<file path="src/rtl/scpu_pkg.sv">
// Shared definitions for the memory-mapped UART transmitter.
//
// Contents:
//   uart_state_t  - transmitter FSM state encoding (2 bits, or 3 bits when
//                   UART_TX_PARITY_EN adds the PARITY state)
//   REG_DATA      - offset of the DATA register from the block base address
//   REG_STATUS    - offset of the STATUS register from the block base address
//   STAT_*        - bit positions inside the STATUS register
//   satCount      - clamps a FIFO occupancy to the 4-bit STATUS count field
//
// Optional feature macro: UART_TX_PARITY_EN
package scpu_pkg;

`ifdef UART_TX_PARITY_EN
  typedef enum logic [2:0] {
    ST_IDLE   = 3'd0,
    ST_START  = 3'd1,
    ST_DATA   = 3'd2,
    ST_PARITY = 3'd3,
    ST_STOP   = 3'd4
  } uart_state_t;
`else
  typedef enum logic [1:0] {
    ST_IDLE  = 2'd0,
    ST_START = 2'd1,
    ST_DATA  = 2'd2,
    ST_STOP  = 2'd3
  } uart_state_t;
`endif

  localparam logic [15:0] REG_DATA   = 16'd0;
  localparam logic [15:0] REG_STATUS = 16'd1;

  localparam int STAT_BUSY    = 0;
  localparam int STAT_FULL    = 1;
  localparam int STAT_EMPTY   = 2;
  localparam int STAT_OVF     = 3;
  localparam int STAT_CNT_LSB = 4;

  // A 16-deep FIFO can hold 16 bytes, which does not fit the 4-bit field,
  // so the reported count sticks at 15.
  function automatic logic [3:0] satCount(input logic [4:0] cnt);
    return (cnt > 5'd15) ? 4'hF : cnt[3:0];
  endfunction

endpackage

</file>
<file path="src/rtl/mmio_uart_tx_sync_fifo.sv">
// sync_fifo: single-clock first-word-fall-through FIFO.
//
// Ports:
//   clk, rst_n  - system clock, asynchronous active-low reset
//   i_push      - write i_wdata; accepted when not full, or when full and
//                 a pop happens on the same edge
//   i_pop       - discard the head entry; ignored when empty
//   i_wdata     - write data
//   o_rdata     - current head entry (valid while o_empty is low)
//   o_full      - DEPTH entries stored
//   o_empty     - no entries stored
//   o_count     - number of entries stored, $clog2(DEPTH)+1 bits
//
// DEPTH must be a power of two so the pointers wrap by plain overflow.
module sync_fifo #(
  parameter int WIDTH = 8,
  parameter int DEPTH = 8
) (
  input  logic                     clk,
  input  logic                     rst_n,
  input  logic                     i_push,
  input  logic                     i_pop,
  input  logic [WIDTH-1:0]         i_wdata,
  output logic [WIDTH-1:0]         o_rdata,
  output logic                     o_full,
  output logic                     o_empty,
  output logic [$clog2(DEPTH):0]   o_count
);

  localparam int AW = $clog2(DEPTH);
  localparam logic [AW-1:0] PTR_ONE   = 1;
  localparam logic [AW:0]   CNT_ONE   = 1;
  localparam logic [AW:0]   CNT_DEPTH = DEPTH[AW:0];

  logic [WIDTH-1:0] r_mem [DEPTH];
  logic [AW-1:0]    r_wptr;
  logic [AW-1:0]    r_rptr;
  logic [AW:0]      r_count;
  logic             w_doPush;
  logic             w_doPop;

  // A full FIFO still accepts a write when the head leaves on the same edge.
  assign w_doPop  = i_pop && !o_empty;
  assign w_doPush = i_push && (!o_full || w_doPop);

  // Pointers and occupancy; a simultaneous push and pop leaves the count alone.
  always_ff @(posedge clk or negedge rst_n) begin
    if (!rst_n) begin
      r_wptr  <= '0;
      r_rptr  <= '0;
      r_count <= '0;
    end else begin
      if (w_doPush) r_wptr <= r_wptr + PTR_ONE;
      if (w_doPop)  r_rptr <= r_rptr + PTR_ONE;
      case ({w_doPush, w_doPop})
        2'b10:   r_count <= r_count + CNT_ONE;
        2'b01:   r_count <= r_count - CNT_ONE;
        default: r_count <= r_count;
      endcase
    end
  end

  // Storage needs no reset; reset only has to make the contents unreachable.
  always_ff @(posedge clk) begin
    if (w_doPush) r_mem[r_wptr] <= i_wdata;
  end

  assign o_rdata = r_mem[r_rptr];
  assign o_full  = (r_count == CNT_DEPTH);
  assign o_empty = (r_count == '0);
  assign o_count = r_count;

endmodule

</file>
<file path="src/rtl/mmio_uart_tx.sv">
// mmio_uart_tx: memory-mapped serial transmitter on the shared CPU buses.
//
// Registers:
//   BASE_ADDR+0 DATA   - write pushes a byte into the FIFO, read returns 0
//   BASE_ADDR+1 STATUS - {count[3:0], overflow, empty, full, busy};
//                        reading clears the sticky overflow bit
//
// Ports:
//   clk, rst_n - system clock, asynchronous active-low reset
//   addr       - shared address bus
//   in_data    - shared write data bus
//   out_data   - read data, 8'h00 whenever this block is not driving
//   ce, w, r   - chip enable, write strobe, read strobe
//   oe         - output enable for the read data latched one cycle earlier
//   tx         - serial line, idle high, LSB-first frames
//
// Optional feature macro: UART_TX_PARITY_EN (adds an even parity bit,
// giving 11-bit frames instead of 8N1).
module mmio_uart_tx #(
  parameter logic [15:0] BASE_ADDR    = 16'hFF00,
  parameter int          CLKS_PER_BIT = 234,
  parameter int          FIFO_DEPTH   = 8
) (
  input  logic        clk,
  input  logic        rst_n,
  input  logic [15:0] addr,
  input  logic [7:0]  in_data,
  output logic [7:0]  out_data,
  input  logic        ce,
  input  logic        w,
  input  logic        r,
  input  logic        oe,
  output logic        tx
);

  import scpu_pkg::*;

  localparam int CW = $clog2(FIFO_DEPTH) + 1;
  localparam int BW = (CLKS_PER_BIT > 1) ? $clog2(CLKS_PER_BIT) : 1;
  localparam logic [BW-1:0] BAUD_LAST   = BW'(CLKS_PER_BIT - 1);
  localparam logic [BW-1:0] BAUD_ONE    = 1;
  localparam logic [15:0]   DATA_ADDR   = BASE_ADDR + REG_DATA;
  localparam logic [15:0]   STATUS_ADDR = BASE_ADDR + REG_STATUS;

  uart_state_t r_state;
  uart_state_t w_stateNext;
  logic [BW-1:0] r_baud;
  logic [BW-1:0] w_baudNext;
  logic [2:0]    r_bitIdx;
  logic [2:0]    w_bitNext;
  logic [7:0]    r_shift;
  logic [7:0]    w_shiftNext;
  logic          r_tx;
  logic          w_txNext;
  logic          r_ovf;
  logic [7:0]    r_rdLatch;
  logic          r_rdHit;
`ifdef UART_TX_PARITY_EN
  logic          r_parity;
  logic          w_parityNext;
`endif

  logic          w_isData;
  logic          w_isStatus;
  logic          w_sel;
  logic          w_wrData;
  logic          w_rd;
  logic          w_pop;
  logic          w_full;
  logic          w_empty;
  logic [CW-1:0] w_count;
  logic [7:0]    w_fifoData;
  logic [7:0]    w_status;
  logic          w_baudEnd;

  // Bus decode. A write wins over a simultaneous read, so the read is dropped.
  assign w_isData   = (addr == DATA_ADDR);
  assign w_isStatus = (addr == STATUS_ADDR);
  assign w_sel      = ce && (w_isData || w_isStatus);
  assign w_wrData   = w_sel && w && w_isData;
  assign w_rd       = w_sel && r && !w;

  sync_fifo #(
    .WIDTH (8),
    .DEPTH (FIFO_DEPTH)
  ) u_fifo (
    .clk     (clk),
    .rst_n   (rst_n),
    .i_push  (w_wrData),
    .i_pop   (w_pop),
    .i_wdata (in_data),
    .o_rdata (w_fifoData),
    .o_full  (w_full),
    .o_empty (w_empty),
    .o_count (w_count)
  );

  always_comb begin
    w_status                            = '0;
    w_status[STAT_BUSY]                 = (r_state != ST_IDLE);
    w_status[STAT_FULL]                 = w_full;
    w_status[STAT_EMPTY]                = w_empty;
    w_status[STAT_OVF]                  = r_ovf;
    w_status[STAT_CNT_LSB +: 4]         = satCount(5'(w_count));
  end

  // Overflow only when a full FIFO loses the byte, i.e. no pop frees a slot.
  always_ff @(posedge clk or negedge rst_n) begin
    if (!rst_n) begin
      r_ovf <= 1'b0;
    end else if (w_wrData && w_full && !w_pop) begin
      r_ovf <= 1'b1;
    end else if (w_rd && w_isStatus) begin
      r_ovf <= 1'b0;
    end
  end

  // The read latch captures the pre-clear STATUS; the hit flag tracks whether
  // the most recent bus cycle was a read of this block, so out_data stays 0
  // while memory or another responder is being read.
  always_ff @(posedge clk or negedge rst_n) begin
    if (!rst_n) begin
      r_rdLatch <= 8'h00;
      r_rdHit   <= 1'b0;
    end else begin
      r_rdHit <= w_rd;
      if (w_rd) r_rdLatch <= w_isStatus ? w_status : 8'h00;
    end
  end

  assign out_data = (oe && r_rdHit) ? r_rdLatch : 8'h00;

  assign w_baudEnd = (r_baud == BAUD_LAST);

  // Next-state logic. The tx level is derived from the state being entered
  // so the registered pin changes on the same edge as the state.
  always_comb begin
    w_stateNext  = r_state;
    w_baudNext   = r_baud;
    w_bitNext    = r_bitIdx;
    w_shiftNext  = r_shift;
    w_pop        = 1'b0;
`ifdef UART_TX_PARITY_EN
    w_parityNext = r_parity;
`endif
    case (r_state)
      ST_IDLE: begin
        if (!w_empty) begin
          w_pop        = 1'b1;
          w_shiftNext  = w_fifoData;
          w_baudNext   = '0;
          w_bitNext    = '0;
`ifdef UART_TX_PARITY_EN
          w_parityNext = ^w_fifoData;
`endif
          w_stateNext  = ST_START;
        end
      end
      ST_START: begin
        if (w_baudEnd) begin
          w_baudNext  = '0;
          w_stateNext = ST_DATA;
        end else begin
          w_baudNext  = r_baud + BAUD_ONE;
        end
      end
      ST_DATA: begin
        if (w_baudEnd) begin
          w_baudNext  = '0;
          w_shiftNext = {1'b0, r_shift[7:1]};
          if (r_bitIdx == 3'd7) begin
`ifdef UART_TX_PARITY_EN
            w_stateNext = ST_PARITY;
`else
            w_stateNext = ST_STOP;
`endif
          end else begin
            w_bitNext = r_bitIdx + 3'd1;
          end
        end else begin
          w_baudNext = r_baud + BAUD_ONE;
        end
      end
`ifdef UART_TX_PARITY_EN
      ST_PARITY: begin
        if (w_baudEnd) begin
          w_baudNext  = '0;
          w_stateNext = ST_STOP;
        end else begin
          w_baudNext  = r_baud + BAUD_ONE;
        end
      end
`endif
      ST_STOP: begin
        if (w_baudEnd) begin
          w_baudNext  = '0;
          w_stateNext = ST_IDLE;
        end else begin
          w_baudNext  = r_baud + BAUD_ONE;
        end
      end
      default: begin
        w_stateNext = ST_IDLE;
        w_baudNext  = '0;
      end
    endcase

    case (w_stateNext)
      ST_START:  w_txNext = 1'b0;
      ST_DATA:   w_txNext = w_shiftNext[0];
`ifdef UART_TX_PARITY_EN
      ST_PARITY: w_txNext = w_parityNext;
`endif
      default:   w_txNext = 1'b1;
    endcase
  end

  always_ff @(posedge clk or negedge rst_n) begin
    if (!rst_n) begin
      r_state  <= ST_IDLE;
      r_baud   <= '0;
      r_bitIdx <= '0;
      r_shift  <= 8'h00;
      r_tx     <= 1'b1;
`ifdef UART_TX_PARITY_EN
      r_parity <= 1'b0;
`endif
    end else begin
      r_state  <= w_stateNext;
      r_baud   <= w_baudNext;
      r_bitIdx <= w_bitNext;
      r_shift  <= w_shiftNext;
      r_tx     <= w_txNext;
`ifdef UART_TX_PARITY_EN
      r_parity <= w_parityNext;
`endif
    end
  end

  assign tx = r_tx;

endmodule

</file>
<file path="config.mk">
export PLATFORM = sky130hd
export DESIGN_NAME = mmio_uart_tx
export DESIGN_NICKNAME = d
export VERILOG_FILES = /design/src/rtl/scpu_pkg.sv /design/src/rtl/mmio_uart_tx_sync_fifo.sv /design/src/rtl/mmio_uart_tx.sv
export SDC_FILE = /design/constraint.sdc
export NUM_CORES = 1
export LEC_CHECK = 0
export ABC_CLOCK_PERIOD_IN_PS = 3750
export CAP_MARGIN = 20
export CORE_UTILIZATION = 49
export DETAILED_ROUTE_END_ITERATION = 10
export PLACE_DENSITY = 0.71
export RECOVER_POWER = 25
export SYNTH_ARGS = -nofsm -noshare
export SYNTH_HDL_FRONTEND = slang
export SYNTH_SLANG_ARGS = --single-unit
</file>
<file path="constraint.sdc">
create_clock -name clk -period 3.75 [get_ports clk]
set_input_delay 0.5625 -clock clk [delete_from_list [all_inputs] [get_ports clk]]
set_output_delay 0.5625 -clock clk [all_outputs]
set_load 0.1 [all_outputs]
</file>
# [Word-level counts from Yosys, hierarchy flattened]
# Memory sizes are Yosys's and may differ from the RTL's.
# Index checks and enable logic that the tools add are counted.
[op_classes] add_sub_neg=6 n_eq_ne=15 n_mux=26 n_reduce_logical=26
[ops] op="two-way mux 8 bit" n=6
[ops] op="equality test 16 bit (second input constant)" n=2
[ops] op="one-hot mux 8 bit (2 select lines)" n=2
[ops] op="logical AND 1 bit" n=11
[ops] op="two-way mux 2 bit" n=5
[ops] op="adder 3 x 1 -> 3 bit (second input constant)" n=3
[ops] op="two-way mux 3 bit" n=3
[ops] op="adder 8 x 1 -> 8 bit (second input constant)" n=1
[ops] op="equality test 2 bit (second input constant)" n=4
[ops] op="equality test 8 bit (second input constant)" n=1
[ops] op="one-hot mux 2 bit (4 select lines)" n=1
[ops] op="one-hot mux 4 bit (2 select lines)" n=1
[ops] op="nonzero test 2 bit" n=4
[ops] op="equality test 2 x 1 -> 1 bit (second input constant)" n=3
[ops] op="two-way mux 1 bit" n=6
[ops] op="inequality test 2 bit (second input constant)" n=3
[ops] op="one-hot mux 3 bit (2 select lines)" n=1
[ops] op="adder 4 x 1 -> 4 bit (second input constant)" n=1
[ops] op="equality test 4 bit (second input constant)" n=1
[ops] op="zero test 1 bit" n=4
[ops] op="zero test 4 bit" n=1
[ops] op="AND reduction 4 bit" n=1
[ops] op="subtractor 4 x 1 -> 4 bit (second input constant)" n=1
[ops] op="equality test 3 bit (second input constant)" n=1
[ops] op="other kinds (5)" n=6
[totals] regBits=42 ram_bits=64 input_bits=30 out_inout_bits=9 memories=1
[memory_table] name="u_fifo.r_mem" words=8 word_bits=8 rd=1 rd_ports_with_merged_regs=0 write_ports=1 line="mmio_uart_tx_sync_fifo.sv:35" text="logic [WIDTH-1:0] r_mem [DEPTH];"

# [Depth between registers and ports, before layout]
# Gate-level depths: netlist of the first run.
[logic_depth] word_depth=8 ltp_mapped=12 depth_no_buf=10

# [Hierarchy]
# Synthesis of the first run repeated with hierarchy kept, for this count alone.
[hier_totals] hier_cells=337 hier_area_um2=4810.9
[by_module_without_submodules] module="sync_fifo" n_inst=1 cells_each=162 area_each_um2=3150.5 seq_area_each_um2=2172.1
[by_module_without_submodules] module="mmio_uart_tx" n_inst=1 cells_each=175 area_each_um2=1660.3 seq_area_each_um2=802.0

# [Least setup slack after synthesis of the first run]
# OpenSTA, ideal clock, no wires.
[synth_path] path_type="input port to flip-flop" from="input port addr[5]" to="memory u_fifo.r_mem[2][0] (enable)" setup_ns=0.398 t_arrival_ns=2.343 setup_slack_ns=1.009 path_stages=5 n_path_buf=1 path_cell_list="nor4b_2 > and4_1 > buf_2 > nand4_4 > nor4b_1"
[synth_via] elab_chain_len=8 elab_cells_between_ends=9
[synth_rtl] item="start, declared" line="mmio_uart_tx.sv:26" text="input logic [15:0] addr,"
[synth_rtl] item="equality test 16 bit (on tied branches)" line="mmio_uart_tx.sv:77, mmio_uart_tx.sv:78"
[synth_rtl] item="logical OR 1 bit" line="mmio_uart_tx.sv:79" text="assign w_sel = ce && (w_isData || w_isStatus);"
[synth_rtl] item="logical AND 1 bit" line="mmio_uart_tx.sv:79"
[synth_rtl] item="logical AND 1 bit" line="mmio_uart_tx.sv:80" text="assign w_wrData = w_sel && w && w_isData;"
[synth_rtl] item="logical AND 1 bit (*)" line="mmio_uart_tx.sv:80"
[synth_rtl] item="logical AND 1 bit (*)" line="mmio_uart_tx_sync_fifo.sv:44" text="assign w_doPush = i_push && (!o_full || w_doPop);"
[synth_rtl] item="two-way mux 1 bit (*)" line="mmio_uart_tx_sync_fifo.sv:65" text="if (w_doPush) r_mem[r_wptr] <= i_wdata;"
[synth_rtl] item="two-way mux 1 bit (implied by the code) (*)" line="mmio_uart_tx_sync_fifo.sv:65"
[synth_rtl] item="end, declared" line="mmio_uart_tx_sync_fifo.sv:35"
# Every way passes the cells marked *; elsewhere a longest branch is shown, timed or not.

# [Worst setup path after layout of the first run]
[layout_path] from="input port addr[5]" to="register u_fifo.r_count[3] (netlist: u_fifo.o_count[3])"
[layout_via] elab_chain_len=8 elab_cells_between_ends=11
[layout_rtl] item="equality test 16 bit (on tied branches)" line="mmio_uart_tx.sv:77, mmio_uart_tx.sv:78"
[layout_rtl] item="logical OR 1 bit" line="mmio_uart_tx.sv:79"
[layout_rtl] item="logical AND 1 bit" line="mmio_uart_tx.sv:79"
[layout_rtl] item="logical AND 1 bit" line="mmio_uart_tx.sv:80"
[layout_rtl] item="logical AND 1 bit (*)" line="mmio_uart_tx.sv:80"
[layout_rtl] item="logical AND 1 bit (*)" line="mmio_uart_tx_sync_fifo.sv:44"
[layout_rtl] item="equality test 2 x 1 -> 1 bit or equality test 2 bit (tied branches)" line="mmio_uart_tx_sync_fifo.sv:55" text="case ({w_doPush, w_doPop})"
[layout_rtl] item="one-hot mux 4 bit (2 select lines) or nonzero test 2 bit (tied branches)"
[layout_rtl] item="end signal, assigned" line="mmio_uart_tx_sync_fifo.sv:56" text="2'b10: r_count <= r_count + CNT_ONE;"
[layout_rtl] item="end signal, assigned" line="mmio_uart_tx_sync_fifo.sv:57" text="2'b01: r_count <= r_count - CNT_ONE;"
[layout_rtl] item="end signal, assigned" line="mmio_uart_tx_sync_fifo.sv:58" text="default: r_count <= r_count;"
[layout_rtl] item="end, declared" line="mmio_uart_tx_sync_fifo.sv:38" text="logic [AW:0] r_count;"
# Marked as above.
# A chain may end at the register's enable or synchronous reset.

==> results of run 1 <==
-- per-stage QoR --
| stage | hold slack (ns) | power, mW |
|---|---|---|
| 6_report | 0.471 | 2.01 |
| 5_1_grt | 0.487 | 2.08 |
| 4_1_cts | 0.360 | 2.04 |
| 3_5_place_dp | 0.453 | 1.32 |
| 3_3_place_gp | 0.445 | 1.32 |
| 2_1_floorplan | 0.267 | 1.27 |
-- worst register-to-register path, delay by kind of cell, from the launching register on --
| family | cells | cell delay (ns) |
|---|---|---|
| AOI/OAI and AO/OA | 4 | 0.65 |
| xor gates and xnor gates | 1 | 0.13 |
| adders and majority gates | 1 | 0.23 |
| buffers and inverters | 1 | 0.11 |
| DFF | 1 | 0.49 |
| and+or+nand+nor | 3 | 0.79 |
-- sequential cells by signal (all words and copies together), names as in the netlist --
register and cells:
r_baud 8, u_fifo.r_mem 64, r_shift 8, tx 1, u_fifo.o_count 4, r_state 2
r_rdHit 1, r_rdLatch 8, u_fifo.r_rptr 3, u_fifo.r_wptr 3, r_bitIdx 3, r_ovf 1
-- layer usage --
layer  vias to the layer above  share of wire [%]  GRT usage (%)
li1                       1359                  -              -
met1                      1403                 45           24.6
met2                        63                 50           31.0
met3                         9                3.5           4.67
met4                         0                1.2           4.57
met5                         -                  0              0
-- cell families after synthesis --
family                   Yosys count
AO/OA/AOI/OAI                     53
multiplexers                      25
AND/OR/NAND/NOR                  109
XOR/XNOR                           9
adder cells (fa/ha/maj)            9
flip-flops                       106
buffers and inverters             21
-- cell type report --
| cell class | instances | share of cell area, % |
|---|---|---|
| clock buffer | 10 | 2.34 |
| clock inverter | 6 | 1.40 |
| inverter | 7 | 0.482 |
| multi-input combinational | 205 | 30.5 |
| sequential | 106 | 54.5 |
| tap | 129 | 2.96 |
| timing repair buffer | 47 | 7.73 |
-- power by group --
part           internal (mW)  leakage [nW]  total (mW)  switching, mW
Clock                  0.324         0.104       0.719          0.396
Combinational         0.0267         0.837      0.0527         0.0260
Sequential              1.24          1.11        1.24      0.0000296
Total                   1.59          2.05        2.01          0.422
-- worst paths after layout --
path                         startpoint           endpoint  slack (ns)  cells past startpoint
max in group asynchronous         rst_n         r_state[0]        1.63                      1
hold reg to reg            r_rdLatch[6]       r_rdLatch[6]        0.47                      2
setup reg to reg             r_state[1]  u_fifo.o_count[3]        1.28                     10
min in group asynchronous         rst_n       r_rdLatch[4]        0.85                      1
setup / recovery                addr[5]  u_fifo.o_count[3]        1.10                     11
hold / removal             r_rdLatch[6]       r_rdLatch[6]        0.47                      2
-- cell usage in the layout (no fill, tap or decap), types with 9 or more instances in the layout --
cell,count
clkbuf_8,9
mux4_2,16
clkdlybuf4s50_1,22
edfxtp_1,64
and3_1,10
nand2_1,34
nor2_1,13
nand3_1,14
o21ai_0,22
buf_4,17
dfrtp_1,41
==> impl_results.md, run 1 <==
* CP Data Arrival Time at 2.94 ns
* Worst vdd ir at 316 uV
* # H-tree levels at 3
* Setup bufs post-CTS at 0
* Vias in the first global route at 2868
* Cts hold-fix bufs at 0
* Slowest-stage cell, CP: clkdlybuf4s50_1
* DRT antenna net count at 0
* Routability cong. at 0.764
* Row Count at 35
* TritonRoute pass-1 iters at 4
* Max FO, Critical Path at 4
* Largest stage delay, worst path at 0.41 ns
* Post-synthesis simple-gate area fraction at 13.7%
* Final setup fails at 0
* Setup TNS at 0 ns
* XOR/XNOR Fraction of Synth Area at 1.66%
* # IOs at 39
* Fin crit period at 2.65 ns
* Drt via density at 5.56
* Failing checks: capacitance limit, slew limit
* Die W at 100 um
* Area delta synth->final at 15.1%
* Post-DP HPWL at 5.74 mm
* Type of the most critical hold path: reg -> reg
* DP Worst Slack at 0.720 ns
* Leak Pwr at 2.05 nW
* Initial core utilization at 51.0%
* Syn_nets at 371
* Final Util at 58.7%
* Synthesized cell area at 4740 sq um
* Clk Latency, worst-skew pair at 0.36 ns
* Per-cell routed wire length at 16.5 um
* #FFs+latches synth at 106
* Post-synthesis compound-gate area fraction at 7.48%
* Final nets at 415
* Antenna diode count at 0
* Detailed Route WL at 8.39 mm
* CP cell instances: clkdlybuf4s50_1 -> nor4b_2 -> nand4_1 -> o31ai_4 -> inv_2 -> ha_1 -> a21o_1 -> a21oi_1 -> nor2_1 -> a22oi_2 -> xnor2_1
* Die Height at 100 um
* Vias at 2834
* Total core area at 9280 sq um
* # fillers at 749
* Starting DRC count in detailed routing at 127
* Die Area at 10100 sq um
* Cells after Synth at 332
* Dpl cells at 494
* Layout cell share with drive strength beyond 1 at 18.9%
* Yosys cell types at 65
* Critical Path Start Type: primary input
* Placed cell area at 5250 sq um
* Worst Setup Slack, final at 1.10 ns
* Unrepaired setup endpoints after global routing: false
* Syn avg cell area at 14.3 sq um
* Final instance area at 5450 sq um
* Total global routing overflow at 0
* Ys flop type: edfxtp_1
* Max-Cap Viols at 1
* Top post-synthesis cells by area: edfxtp_1 41%, dfrtp_1 22%, mux4_2 7.6%, nand2_1 2.7%, o21ai_0 2.3%
* Slew HR at -48.7%
* Root Buffer: clkbuf_8
* Pwr dens at 369 nW/um^2
* Worst Skew at 0.0122 ns
* Multi-input gate area in the final layout at 1670 sq um
* TritonCTS Buffers at 9
* Status: finished with violations
* CP bufs+invs at 2
* Clock-pin slew on the worst setup and hold paths at 0.10 ns
* Max Slew Vio Count at 43
* YS warnings at 0
* Seq/Total Area, Yosys at 62.8%
* Top-count cell post-synth: edfxtp_1
* Fmax at 378 MHz
* CTS Buffer Depth at 2
* Worst Path Required at 4.04 ns
* Family with the most delay on the worst path: compound AO/OA/AOI/OAI gates
* Slew @ Worst Pin at 2.23 ns
* Largest family of logic cells by synthesized area: simple AND/OR/NAND/NOR gates
* Most frequent cells after synthesis: 64 x edfxtp_1, 41 x dfrtp_1, 34 x nand2_1, 22 x o21ai_0, 16 x mux4_2
* Post-synth EDFFs at 64
* Critical path endpoint category: register
* Largest net degree at the start of global routing at 43
* CTS tree: built
* Clock sink count at 106
* Mux cell area share after synthesis at 9.54%
* FF/Latch Area at 2970 sq um
* Residual DRC at 0
* Initial antenna violation count at 0
* Port buffer count at 38
* Area leader, netlist: edfxtp_1
* Post-cts resize count at 0
* Adder-Cell Fraction of Synth Area at 2.54%
* Final period util at 70.6%
* First-pass GRT wire length at 14.2 mm
* Ys async rst share at 39.6%
* Share of the synthesized area in the top cell type at 40.6%
* Final Hold Fails at 0
* Type of the worst setup path: in -> reg
* Total GRT Usage at 18.6%
* Non-filler instance count after layout at 510
No activity file was read; power rests on OpenSTA's default activity.
==> inputs of run 2 (changes only) <==
--- a/config.mk
+++ b/config.mk
@@ -5,7 +5,7 @@
 export SDC_FILE = /design/constraint.sdc
 export NUM_CORES = 1
 export LEC_CHECK = 0
-export ABC_CLOCK_PERIOD_IN_PS = 3750
+export ABC_CLOCK_PERIOD_IN_PS = 2540
 export CAP_MARGIN = 20
 export CORE_UTILIZATION = 49
 export DETAILED_ROUTE_END_ITERATION = 10
==> constraint.sdc (replaced) <==
create_clock -name clk -period 2.54 [get_ports clk]
set_input_delay 0.381 -clock clk [delete_from_list [all_inputs] [get_ports clk]]
set_output_delay 0.381 -clock clk [all_outputs]
set_load 0.1 [all_outputs]
==> run 2 against run 1 <==
Compared with the run above:
- combinational power increased by 54%
- register-to-register slack worse by 1.0 ns
- clock-buffer cell count fell by 1
- largest cell class unchanged
- via count up 2.1%
- die area stayed put
- utilization increased by 2.2 points
- critical endpoint unchanged
- cell area up 3.8%
- worst setup slack worse by 0.88 ns
- clock skew decreased by 0.0026 ns
- hold slack hardly changed
- routed wire length grew 3.4%
- the run still ends with capacitance limit, slew limit left
- first-iteration DRC count is 26% higher
==> impl_results.md, run 2 (synthesis results as in run 1) <==
* Fin crit period at 2.32 ns
* # H-tree levels at 3 (unchanged)
* Total core area at 9280 sq um (unchanged)
* Vias in the first global route at 2929 (+2.1%)
* Total power draw at 2.89 mW (+44%)
* Routability cong. at 0.782 (+2.3%)
* Row Count at 35 (unchanged)
* Per-cell routed wire length at 16.5 um (about the same)
* R2r worst-path depth at 10 (unchanged)
* Unrepaired setup endpoints after global routing: false
* Multi-input gate area in the final layout at 1670 sq um (unchanged)
* RR Startpoint: u_fifo.o_count[2]
* Final period util at 91.3%
* Largest net degree at the start of global routing at 43 (unchanged)
* Max FO, Critical Path at 4 (unchanged)
* CP bufs+invs at 2 (unchanged)
* Final nets at 432 (+4.1%)
* Clock sink count at 106 (unchanged)
* Final setup fails at 0 (unchanged)
* FF/Latch Area at 2970 sq um (unchanged)
* CP Data Arrival Time at 2.62 ns (-0.32 ns)
* Root Buffer: clkbuf_8
* Vias at 2894 (+2.1%)
* CTS tree: built
* Met2 usage at 33.5% (+2.5 points)
* DRT antenna net count at 0 (unchanged)
* Critical path endpoint category: register
* Port buffer count at 38 (unchanged)
* Reg2reg setup slack at 0.27 ns (-1.01 ns)
* Worst setup startpoint: addr[5]
* Area delta synth->final at 19.5%
* Worst Path Required at 2.84 ns (-1.20 ns)
* Type of the worst setup path: in -> reg
* Die Height at 100 um (unchanged)
* Status: finished with violations
* Initial antenna violation count at 0 (unchanged)
* Post-DP HPWL at 5.96 mm (+3.8%)
* Clock-pin slew on the worst setup and hold paths at 0.10 ns (about the same)
* Critical Path Start Type: primary input
* # fillers at 721 (-3.7%)
* Family with the most delay on the worst path: compound AO/OA/AOI/OAI gates
* GRT busiest layer: met2
* Post-cts resize count at 0 (unchanged)
* Layout cell share with drive strength beyond 1 at 22.9% (+4.0 points)
* Fin Hold WS at 0.471 ns (+0.0000990 ns)
* Final Util at 61.0% (+2.2 points)
* Commonest non-fill, non-tap cell in the layout: edfxtp_1
* Slew @ Worst Pin at 2.24 ns (+0.00985 ns)
* Reg2reg end: u_fifo.o_count[2]
* Die W at 100 um (unchanged)
* Die Area at 10100 sq um (unchanged)
* Final Hold Fails at 0 (unchanged)
* Setup TNS at 0 ns (unchanged)
* Antenna diode count at 0 (unchanged)
* Setup bufs post-CTS at 0 (unchanged)
* CP cell instances: clkdlybuf4s50_1 -> nor4b_2 -> nand4_1 -> o31ai_4 -> inv_2 -> ha_1 -> a21o_1 -> a21oi_1 -> nor2_1 -> a22oi_2 -> xnor2_1
* Slew HR at -49.3% (-0.66 points)
* Commonest non-fill, non-tap cells in the layout: 64 x edfxtp_1, 41 x dfrtp_1, 34 x nand2_1
* Slowest-stage cell, CP: clkdlybuf4s50_1
* Met1 Use GR at 23.3% (-1.4 points)
* Drt via density at 5.49 (-1.2%)
* Starting DRC count in detailed routing at 160 (+26%)
* Total GRT Usage at 19.1% (+0.48 points)
* First-pass GRT wire length at 14.4 mm (+1.9%)
* Total global routing overflow at 0 (unchanged)
* Cts hold-fix bufs at 0 (unchanged)
* Max Slew Vio Count at 43 (unchanged)
* Initial core utilization at 51.0% (unchanged)
* Hold path start: r_rdLatch[3]
* Failing checks: capacitance limit, slew limit
* Met3 Usage GRT at 4.25% (-0.42 points)
* Residual DRC at 0 (unchanged)
* Crit. path cell count at 11 (unchanged)
* Worst Skew at 0.00957 ns (-0.00259 ns)
* Largest stage delay, worst path at 0.41 ns (about the same)
* Worst vdd ir at 456 uV (+44%)
* Largest register FFs at 64 (unchanged)
* Leak Pwr at 2.15 nW (+5.1%)
* Worst hold path depth at 2 (unchanged)
* Type of the most critical hold path: reg -> reg
* TritonCTS Buffers at 9 (unchanged)
* Worst Hold Endpoint: r_rdLatch[3]
* TritonRoute pass-1 iters at 4 (unchanged)
* CTS Buffer Depth at 2 (unchanged)
* Reg with most FFs: u_fifo.r_mem
* Pwr dens at 510 nW/um^2 (+38%)
* Max-Cap Viols at 1 (unchanged)
* Fmax at 431 MHz
* # IOs at 39 (unchanged)
* Clk Latency, worst-skew pair at 0.38 ns (+0.02 ns)
* Detailed Route WL at 8.67 mm (+3.4%)
run 2: how the worst max path moves through the flow:
stage | endpoint
finish | u_fifo.o_count[3]
global route | u_fifo.o_count[3]
CTS | r_baud[5]
detailed placement | u_fifo.o_count[3]
global placement | u_fifo.o_count[3]
floorplan | u_fifo.r_mem[1][0]
run 2: routing by layer:
metal	wire [um]	vias to the layer above
li1	-	1387
met1	3780	1443
met2	4520	52
met3	261	12
met4	112	0
met5	0	-
run 2: worst reg2reg max path: stages (launching register included):
cell	delay [ns]
dfrtp_1	0.51
nor4_2	0.09
buf_4	0.16
nor2_4	0.14
o31ai_4	0.09
buf_4	0.15
fa_1	0.38
xnor2_1	0.16
o32ai_1	0.26
nand2_1	0.09
o221a_2	0.12
run 2: report_power, final:
group	total (mW)	internal, mW	switching, mW
registers	1.83	1.83	0.0000458
logic	0.0809	0.0415	0.0394
clock network	0.980	0.377	0.603
run 2: cell type report:
| class | count | area share (%) |
|---|---|---|
| Inverter | 7 | 0.464 |
| Clock buffer | 9 | 2.19 |
| Clock inverter | 7 | 1.13 |
| Timing Repair Buffer | 64 | 11.4 |
| Tap cell | 129 | 2.85 |
| Sequential cell | 106 | 52.6 |
| Multi-Input combinational cell | 205 | 29.4 |
run 2: through the flow:
step / area, sq um / setup slack, ns / cells
global placement: 5470 / -0.108 / 510
global route: 5660 / 0.0104 / 527
CTS: 5660 / 0.213 / 526
floorplan: 4740 / 0.00356 / 332
detailed placement: 5470 / -0.169 / 510
finish: 5660 / 0.222 / 527
==> inputs of run 3 (changes only) <==
--- a/config.mk
+++ b/config.mk
@@ -8,6 +8,7 @@
 export ABC_CLOCK_PERIOD_IN_PS = 2540
 export CAP_MARGIN = 20
 export CORE_UTILIZATION = 49
+export CTS_CLUSTER_SIZE = 40
 export DETAILED_ROUTE_END_ITERATION = 10
 export PLACE_DENSITY = 0.71
 export RECOVER_POWER = 25
==> results of run 3 <==
No change in the layout: final DEF, timing and power equal those of run 2.
